### src/rtl/rs232_tx_sched.sv
// rs232_tx_sched -- round-robin scheduler sharing one RS232 transmitter
// among four byte producers. It generates the baud enable, grants one
// requester at a time, latches its byte, drives STT and follows EOT
// through the frame. It also enforces an inter-frame gap and a
// start-timeout watchdog.
//
// Optional build macro: RS232_TX_SCHED_CNT_EN adds the FRAMES output,
// a 16-bit count of completed frames. Timeouts are not counted.
//
// Ports:
//   CLK        system clock
//   RST        asynchronous, active-high reset
//   REQ[3:0]   per-requester byte valid, held until granted
//   DIN[31:0]  requester bytes; requester i drives DIN[8i+7:8i]
//   GNT[3:0]   one-hot, one-CLK grant pulse; DIN byte is consumed that cycle
//   BAUD_TICK  one-CLK pulse every BAUD_DIV cycles (transmitter enable)
//   TX_DATA    byte latched for the transmitter shift register
//   STT        start-of-transmission to the transmitter
//   EOT        end-of-transmission from the transmitter (high = idle)
//   BUSY       high whenever the scheduler is not idle
//   OWNER[1:0] requester currently owning the transmitter
//   ERR        sticky start-timeout flag
//   FRAMES     completed-frame counter (only with RS232_TX_SCHED_CNT_EN)
module rs232_tx_sched #(
  parameter int unsigned BAUD_DIV      = 5208,
  parameter int unsigned GAP_TICKS     = 1,
  parameter int unsigned TIMEOUT_TICKS = 4
) (
  input  logic        CLK,
  input  logic        RST,
  input  logic [3:0]  REQ,
  input  logic [31:0] DIN,
  output logic [3:0]  GNT,
  output logic        BAUD_TICK,
  output logic [7:0]  TX_DATA,
  output logic        STT,
  input  logic        EOT,
  output logic        BUSY,
  output logic [1:0]  OWNER,
  output logic        ERR
`ifdef RS232_TX_SCHED_CNT_EN
  ,
  output logic [15:0] FRAMES
`endif
);

  typedef enum logic [1:0] {
    IDLE  = 2'd0,
    START = 2'd1,
    SEND  = 2'd2,
    GAP   = 2'd3
  } state_t;

  state_t      state, state_nxt;
  logic [15:0] baud_cnt;
  logic [15:0] tick_cnt, tick_cnt_nxt;
  logic [1:0]  last;
  logic [1:0]  win;
  logic        any_req;
  logic        grant;
  logic        err_set;
  logic        frame_done;
  logic        timeout_hit;
  logic        gap_done;

  // Free-running baud divider; the tick is a decode of the counter so it
  // is low during reset and exactly one CLK wide.
  assign BAUD_TICK = (baud_cnt == 16'(BAUD_DIV - 1));

  always_ff @(posedge CLK or posedge RST) begin
    if (RST) begin
      baud_cnt <= '0;
    end else if (BAUD_TICK) begin
      baud_cnt <= '0;
    end else begin
      baud_cnt <= baud_cnt + 16'd1;
    end
  end

  // Round-robin search starting just after the last winner.
  always_comb begin
    win     = last;
    any_req = 1'b0;
    for (int unsigned i = 1; i <= 4; i++) begin
      if (!any_req && REQ[2'(last + 2'(i))]) begin
        win     = 2'(last + 2'(i));
        any_req = 1'b1;
      end
    end
  end

  // A limit of 0 is treated as 1 so the counters can never run past it.
  assign timeout_hit = ({1'b0, tick_cnt} + 17'd1) >= 17'(TIMEOUT_TICKS);
  assign gap_done    = ({1'b0, tick_cnt} + 17'd1) >= 17'(GAP_TICKS);

  always_comb begin
    state_nxt    = state;
    tick_cnt_nxt = tick_cnt;
    GNT          = '0;
    grant        = 1'b0;
    err_set      = 1'b0;
    frame_done   = 1'b0;
    case (state)
      IDLE: begin
        tick_cnt_nxt = '0;
        if (any_req && EOT) begin
          GNT       = 4'b0001 << win;
          grant     = 1'b1;
          state_nxt = START;
        end
      end
      START: begin
        if (!EOT) begin
          state_nxt    = SEND;
          tick_cnt_nxt = '0;
        end else if (BAUD_TICK) begin
          if (timeout_hit) begin
            err_set      = 1'b1;
            state_nxt    = IDLE;
            tick_cnt_nxt = '0;
          end else begin
            tick_cnt_nxt = tick_cnt + 16'd1;
          end
        end
      end
      SEND: begin
        tick_cnt_nxt = '0;
        if (EOT) begin
          frame_done = 1'b1;
          state_nxt  = (GAP_TICKS == 0) ? IDLE : GAP;
        end
      end
      GAP: begin
        if (BAUD_TICK) begin
          if (gap_done) begin
            state_nxt    = IDLE;
            tick_cnt_nxt = '0;
          end else begin
            tick_cnt_nxt = tick_cnt + 16'd1;
          end
        end
      end
      default: begin
        state_nxt    = IDLE;
        tick_cnt_nxt = '0;
      end
    endcase
  end

  always_ff @(posedge CLK or posedge RST) begin
    if (RST) begin
      state    <= IDLE;
      tick_cnt <= '0;
      last     <= 2'd3;
      TX_DATA  <= '0;
      OWNER    <= '0;
      ERR      <= 1'b0;
    end else begin
      state    <= state_nxt;
      tick_cnt <= tick_cnt_nxt;
      if (grant) begin
        last    <= win;
        OWNER   <= win;
        TX_DATA <= DIN[8*win +: 8];
      end
      if (err_set) begin
        ERR <= 1'b1;
      end
    end
  end

  assign STT  = (state == START);
  assign BUSY = (state != IDLE);

`ifdef RS232_TX_SCHED_CNT_EN
  always_ff @(posedge CLK or posedge RST) begin
    if (RST) begin
      FRAMES <= '0;
    end else if (frame_done) begin
      FRAMES <= FRAMES + 16'd1;
    end
  end
`endif

endmodule
### config.mk
export PLATFORM = sky130hd
export DESIGN_NAME = rs232_tx_sched
export DESIGN_NICKNAME = d
export VERILOG_FILES = /design/src/rtl/rs232_tx_sched.sv
export SDC_FILE = /design/constraint.sdc
export NUM_CORES = 1
export LEC_CHECK = 0
export BUFFER_PORTS_ARGS = -buffer_cell sky130_fd_sc_hd__buf_4
export CAP_MARGIN = 20
export CELL_PAD_IN_SITES_DETAIL_PLACEMENT = 0
export CELL_PAD_IN_SITES_GLOBAL_PLACEMENT = 1
export CORE_MARGIN = 3
export CORE_UTILIZATION = 45
export DETAILED_ROUTE_END_ITERATION = 7
export PLACE_DENSITY_LB_ADDON = 0.1
export SLEW_MARGIN = 20
export SYNTH_ARGS = -nofsm -noshare
export SYNTH_HDL_FRONTEND = slang
export SYNTH_SLANG_ARGS = --single-unit
### constraint.sdc
create_clock -name CLK -period 4.3 [get_ports CLK]
set_clock_uncertainty 0.2 [all_clocks]
set_input_delay 0.43 -clock CLK [delete_from_list [all_inputs] [get_ports CLK]]
set_output_delay 0.43 -clock CLK [all_outputs]
set_load 0.01 [all_outputs]
==> flow_summary_export.csv <==
group,metric,value,unit
status,status,"complete, no violations",
cells_and_area,layout_common_cells,"buf_4 (60), dfrtp_1 (45), nor2_1 (21), and2_1 (14), nand2_1 (13)",
yosys,syn_area,2474,um2
worst_setup_path,timing.rr.end,"ERR$_DFFE_PP0P_",
clocking,cts_resized,0,
yosys,synth_fp_nets,273,
worst_setup_path,cp_max_fo,7,
timing,slew_headroom,46.92,%
worst_setup_path,r2r_slack,1610,ps
yosys,synth.area.mux_share,11.33,%
worst_setup_path,cp_top_family,"compound AO/OA/AOI/OAI gates",
worst_setup_path,cp.required,4300,ps
cells_and_area,finalNonFillerCells,362,
clocking,clk_latency,300,ps
grt,overflow,0,
clocking,cts_setup_buffers,0,
drt,drt-initial-drc-count,61,
floorplanning,die_w,80.14,um
yosys,synth_fa_ha_area_share,1.517,%
worst_setup_path,crit_path_start,"tick_cnt[0]$_DFFE_PP0P_",
yosys,dominantRegCellSynth,"dfrtp_1",
grt,grt_max_degree,48,
yosys,synth-simple-area-share,21.70,%
timing,finalCriticalPeriod,2694,ps
placement,place_inst,354,
floorplanning,dieHeight,80.14,um
floorplanning,rows,26,
clocking,cts_tree,"yes",
timing,setup_viol,0,
yosys,synth_top_family_by_area,"simple AND/OR/NAND/NOR gates",
drt,wirelength,5401,um
worst_setup_path,path_buf_inv,0,
worst_setup_path,cp.depth,7,
timing,worst_pin_slew,795.3,ps
grt,track_usage,19.14,%
drt,drt.antenna.violating_nets,0,
worst_setup_path,r2r_cells,7,
grt,grt_pass1_vias,2068,
cells_and_area,n_antenna_cell,0,
pwr,power.leakage,1.435,nW
cells_and_area,fin_nets,333,
worst_setup_path,crit_path_start_kind,"register",
grt,antenna_found_initial,0,
floorplanning,core-area,5205,um2
yosys,synth_compound_area_share,9.863,%
timing,holdWs,49.25,ps
worst_setup_path,endpoint,"ERR$_DFFE_PP0P_",
yosys,synth_top_area_share,45.52,%
clocking,cts_root_buffer,"clkbuf_8",
timing,hold_viol_final,0,
yosys,ys_ff_latch,47,
yosys,ys_seq_area_share,47.65,%
placement,dp_hpwl,3943,um
pwr,ir_drop,0.1490,mV
yosys,synthCells,231,
drt,drt-pass1-iter-count,4,
clocking,clk_path_buf_depth,2,
floorplanning,pin_count,57,
clocking,cts_made_buffers,5,
timing,min_period_over_period,62.65,%
drt,vias,1951,
pwr,power.total,0.8989,mW
worst_setup_path,rr_startpoint,"tick_cnt[0]$_DFFE_PP0P_",
worst_setup_path,end_kind,"register",
drt,avgViaCountPerCell,5.390,
clocking,numClockSinks,47,
yosys,synth_edf_count,0,
timing,fin_tns_setup,0,ps
clocking,clkSlewWorstSetupHoldPaths,90,ps
cells_and_area,mostFrequentLayoutCell,"buf_4",
yosys,synth_area_leader_cell,"dfrtp_1",
worst_setup_path,worstPathCellList,"ha_1 -> a211o_1 -> a2111o_1 -> o41ai_1 -> nand4_1 -> or4_4 -> a41o_1",
yosys,synth_area_leaders,"dfrtp_1 (46%), mux4_2 (7.3%), xor2_1 (3.9%), mux2_2 (3.6%), and2_1 (3.5%)",
flow_run,drv_cap,0,
yosys,synthXorXnorAreaFrac,5.665,%
clocking,ctsHoldBuffers,0,
timing,fmax,371.2,MHz
grt,grt_pass1_wl,9591,um
clocking,htree_levels,2,
worst_setup_path,cpPeakStageDelay,480,ps
min_path,min_path_type,"input pin to async pin",
yosys,synthArstFlopShare,100.0,%
yosys,ys_warn_count,0,
drt,wl_per_cell,14.92,um
timing,maxSlewViolCount,0,
worst_setup_path,crit_arrival,2690,ps
worst_setup_path,worstSetupPathType,"register to register",
pwr,power.density,289.9,nW/um2
placement,globalplace.congestion,0.8225,
timing,rsz0062_at_grt,"no",
worst_setup_path,cp_slowest_cell,"or4_4",
yosys,yosys.cell_types.count,44,
floorplanning,die-area,6422,um2
yosys,syn-mean-instance-area,10.71,um2
floorplanning,initial_core_util,47.52,%
placement,io_buffers,56,
cells_and_area,area_delta_synth_final,25.34,%
cells_and_area,drive_gt1_share,32.88,%
drt,drc,0,
==> worst reg2reg max path, cell delays in order, from the launching register on <==
cell and delay (ps):
dfrtp_1 460, ha_1 290, a211o_1 310, a2111o_1 410
o41ai_1 70, nand4_1 130, or4_4 480, a41o_1 260
==> registers in the layout (all words and copies together), names as in the netlist, named ones only <==
| register | cells |
|---|---|
| baud_cnt | 16 |
| ERR | 1 |
| OWNER | 2 |
| state | 1 |
| last | 2 |
| tick_cnt | 16 |
| TX_DATA | 8 |
==> cells in the mapped netlist (5+ instances only) <==
library cell  instances
mux4_2                8
and3_1                6
xor2_1               11
dfrtp_1              45
nand2_1              13
clkbuf_1              6
inv_1                 7
xnor2_1               5
mux2_2                8
nor2_1               21
nand4_1               6
o21ai_0              10
a21oi_1               8
and2_1               14
nor3_1                8
nand3_1              12
==> area by class of cell <==
class	instances	area, um2
fill	474	2105
multi-input combinational	170	1239
sequential	47	1179
timing repair buffer	60	450.4
tap	70	87.58
clock buffer	6	82.58
clock inverter	2	35.03
inverter	7	27.53
==> per-stage QoR <==
stage | area (um2) | setup WS (ps) | utilization, %
final | 3100 | 1606 | 59.57
after CTS | 3099 | 1615 | 59.54
after global routing | 3100 | 1481 | 59.57
after global placement | 2982 | 1663 | 57.28
after floorplan | 2474 | 1745 | -
after detailed placement | 2982 | 1618 | 57.28
==> logic make-up after synthesis <==
family	Yosys count
xor gates and xnor gates	16
AOI/OAI and AO/OA	34
adders and majority gates	3
DFF	47
buffers and inverters	14
and+or+nand+nor	100
muxes	17
==> routing by layer <==
metal | share of wire [%] | track usage [%] | up-vias
li1 | - | - | 955
met1 | 45 | 24.05 | 946
met2 | 48 | 31.79 | 46
met3 | 6.0 | 6.726 | 4
met4 | 0.85 | 4.054 | 0
met5 | 0 | 0 | -
==> how the worst min path moves through the flow <==
stage                     slack (ps)  cells after the start                     end
after CTS                        200                      2   baud_cnt[1]$_DFF_PP0_
after detailed placement         270                      1         ERR$_DFFE_PP0P_
after floorplan                  240                      1  baud_cnt[15]$_DFF_PP0_
after global placement           260                      1         ERR$_DFFE_PP0P_
after global routing             120                      2    state[0]$_DFFE_PP0P_
final                             50                      2  TX_DATA[1]$_DFFE_PP0P_
==> where the power goes <==
part           switching, mW  leakage, nW  internal [mW]
registers            0.00526        0.614          0.451
clock network          0.148       0.0612          0.188
logic                 0.0429        0.759         0.0630
total                  0.196         1.43          0.703
(Power assumes the default switching activity.)
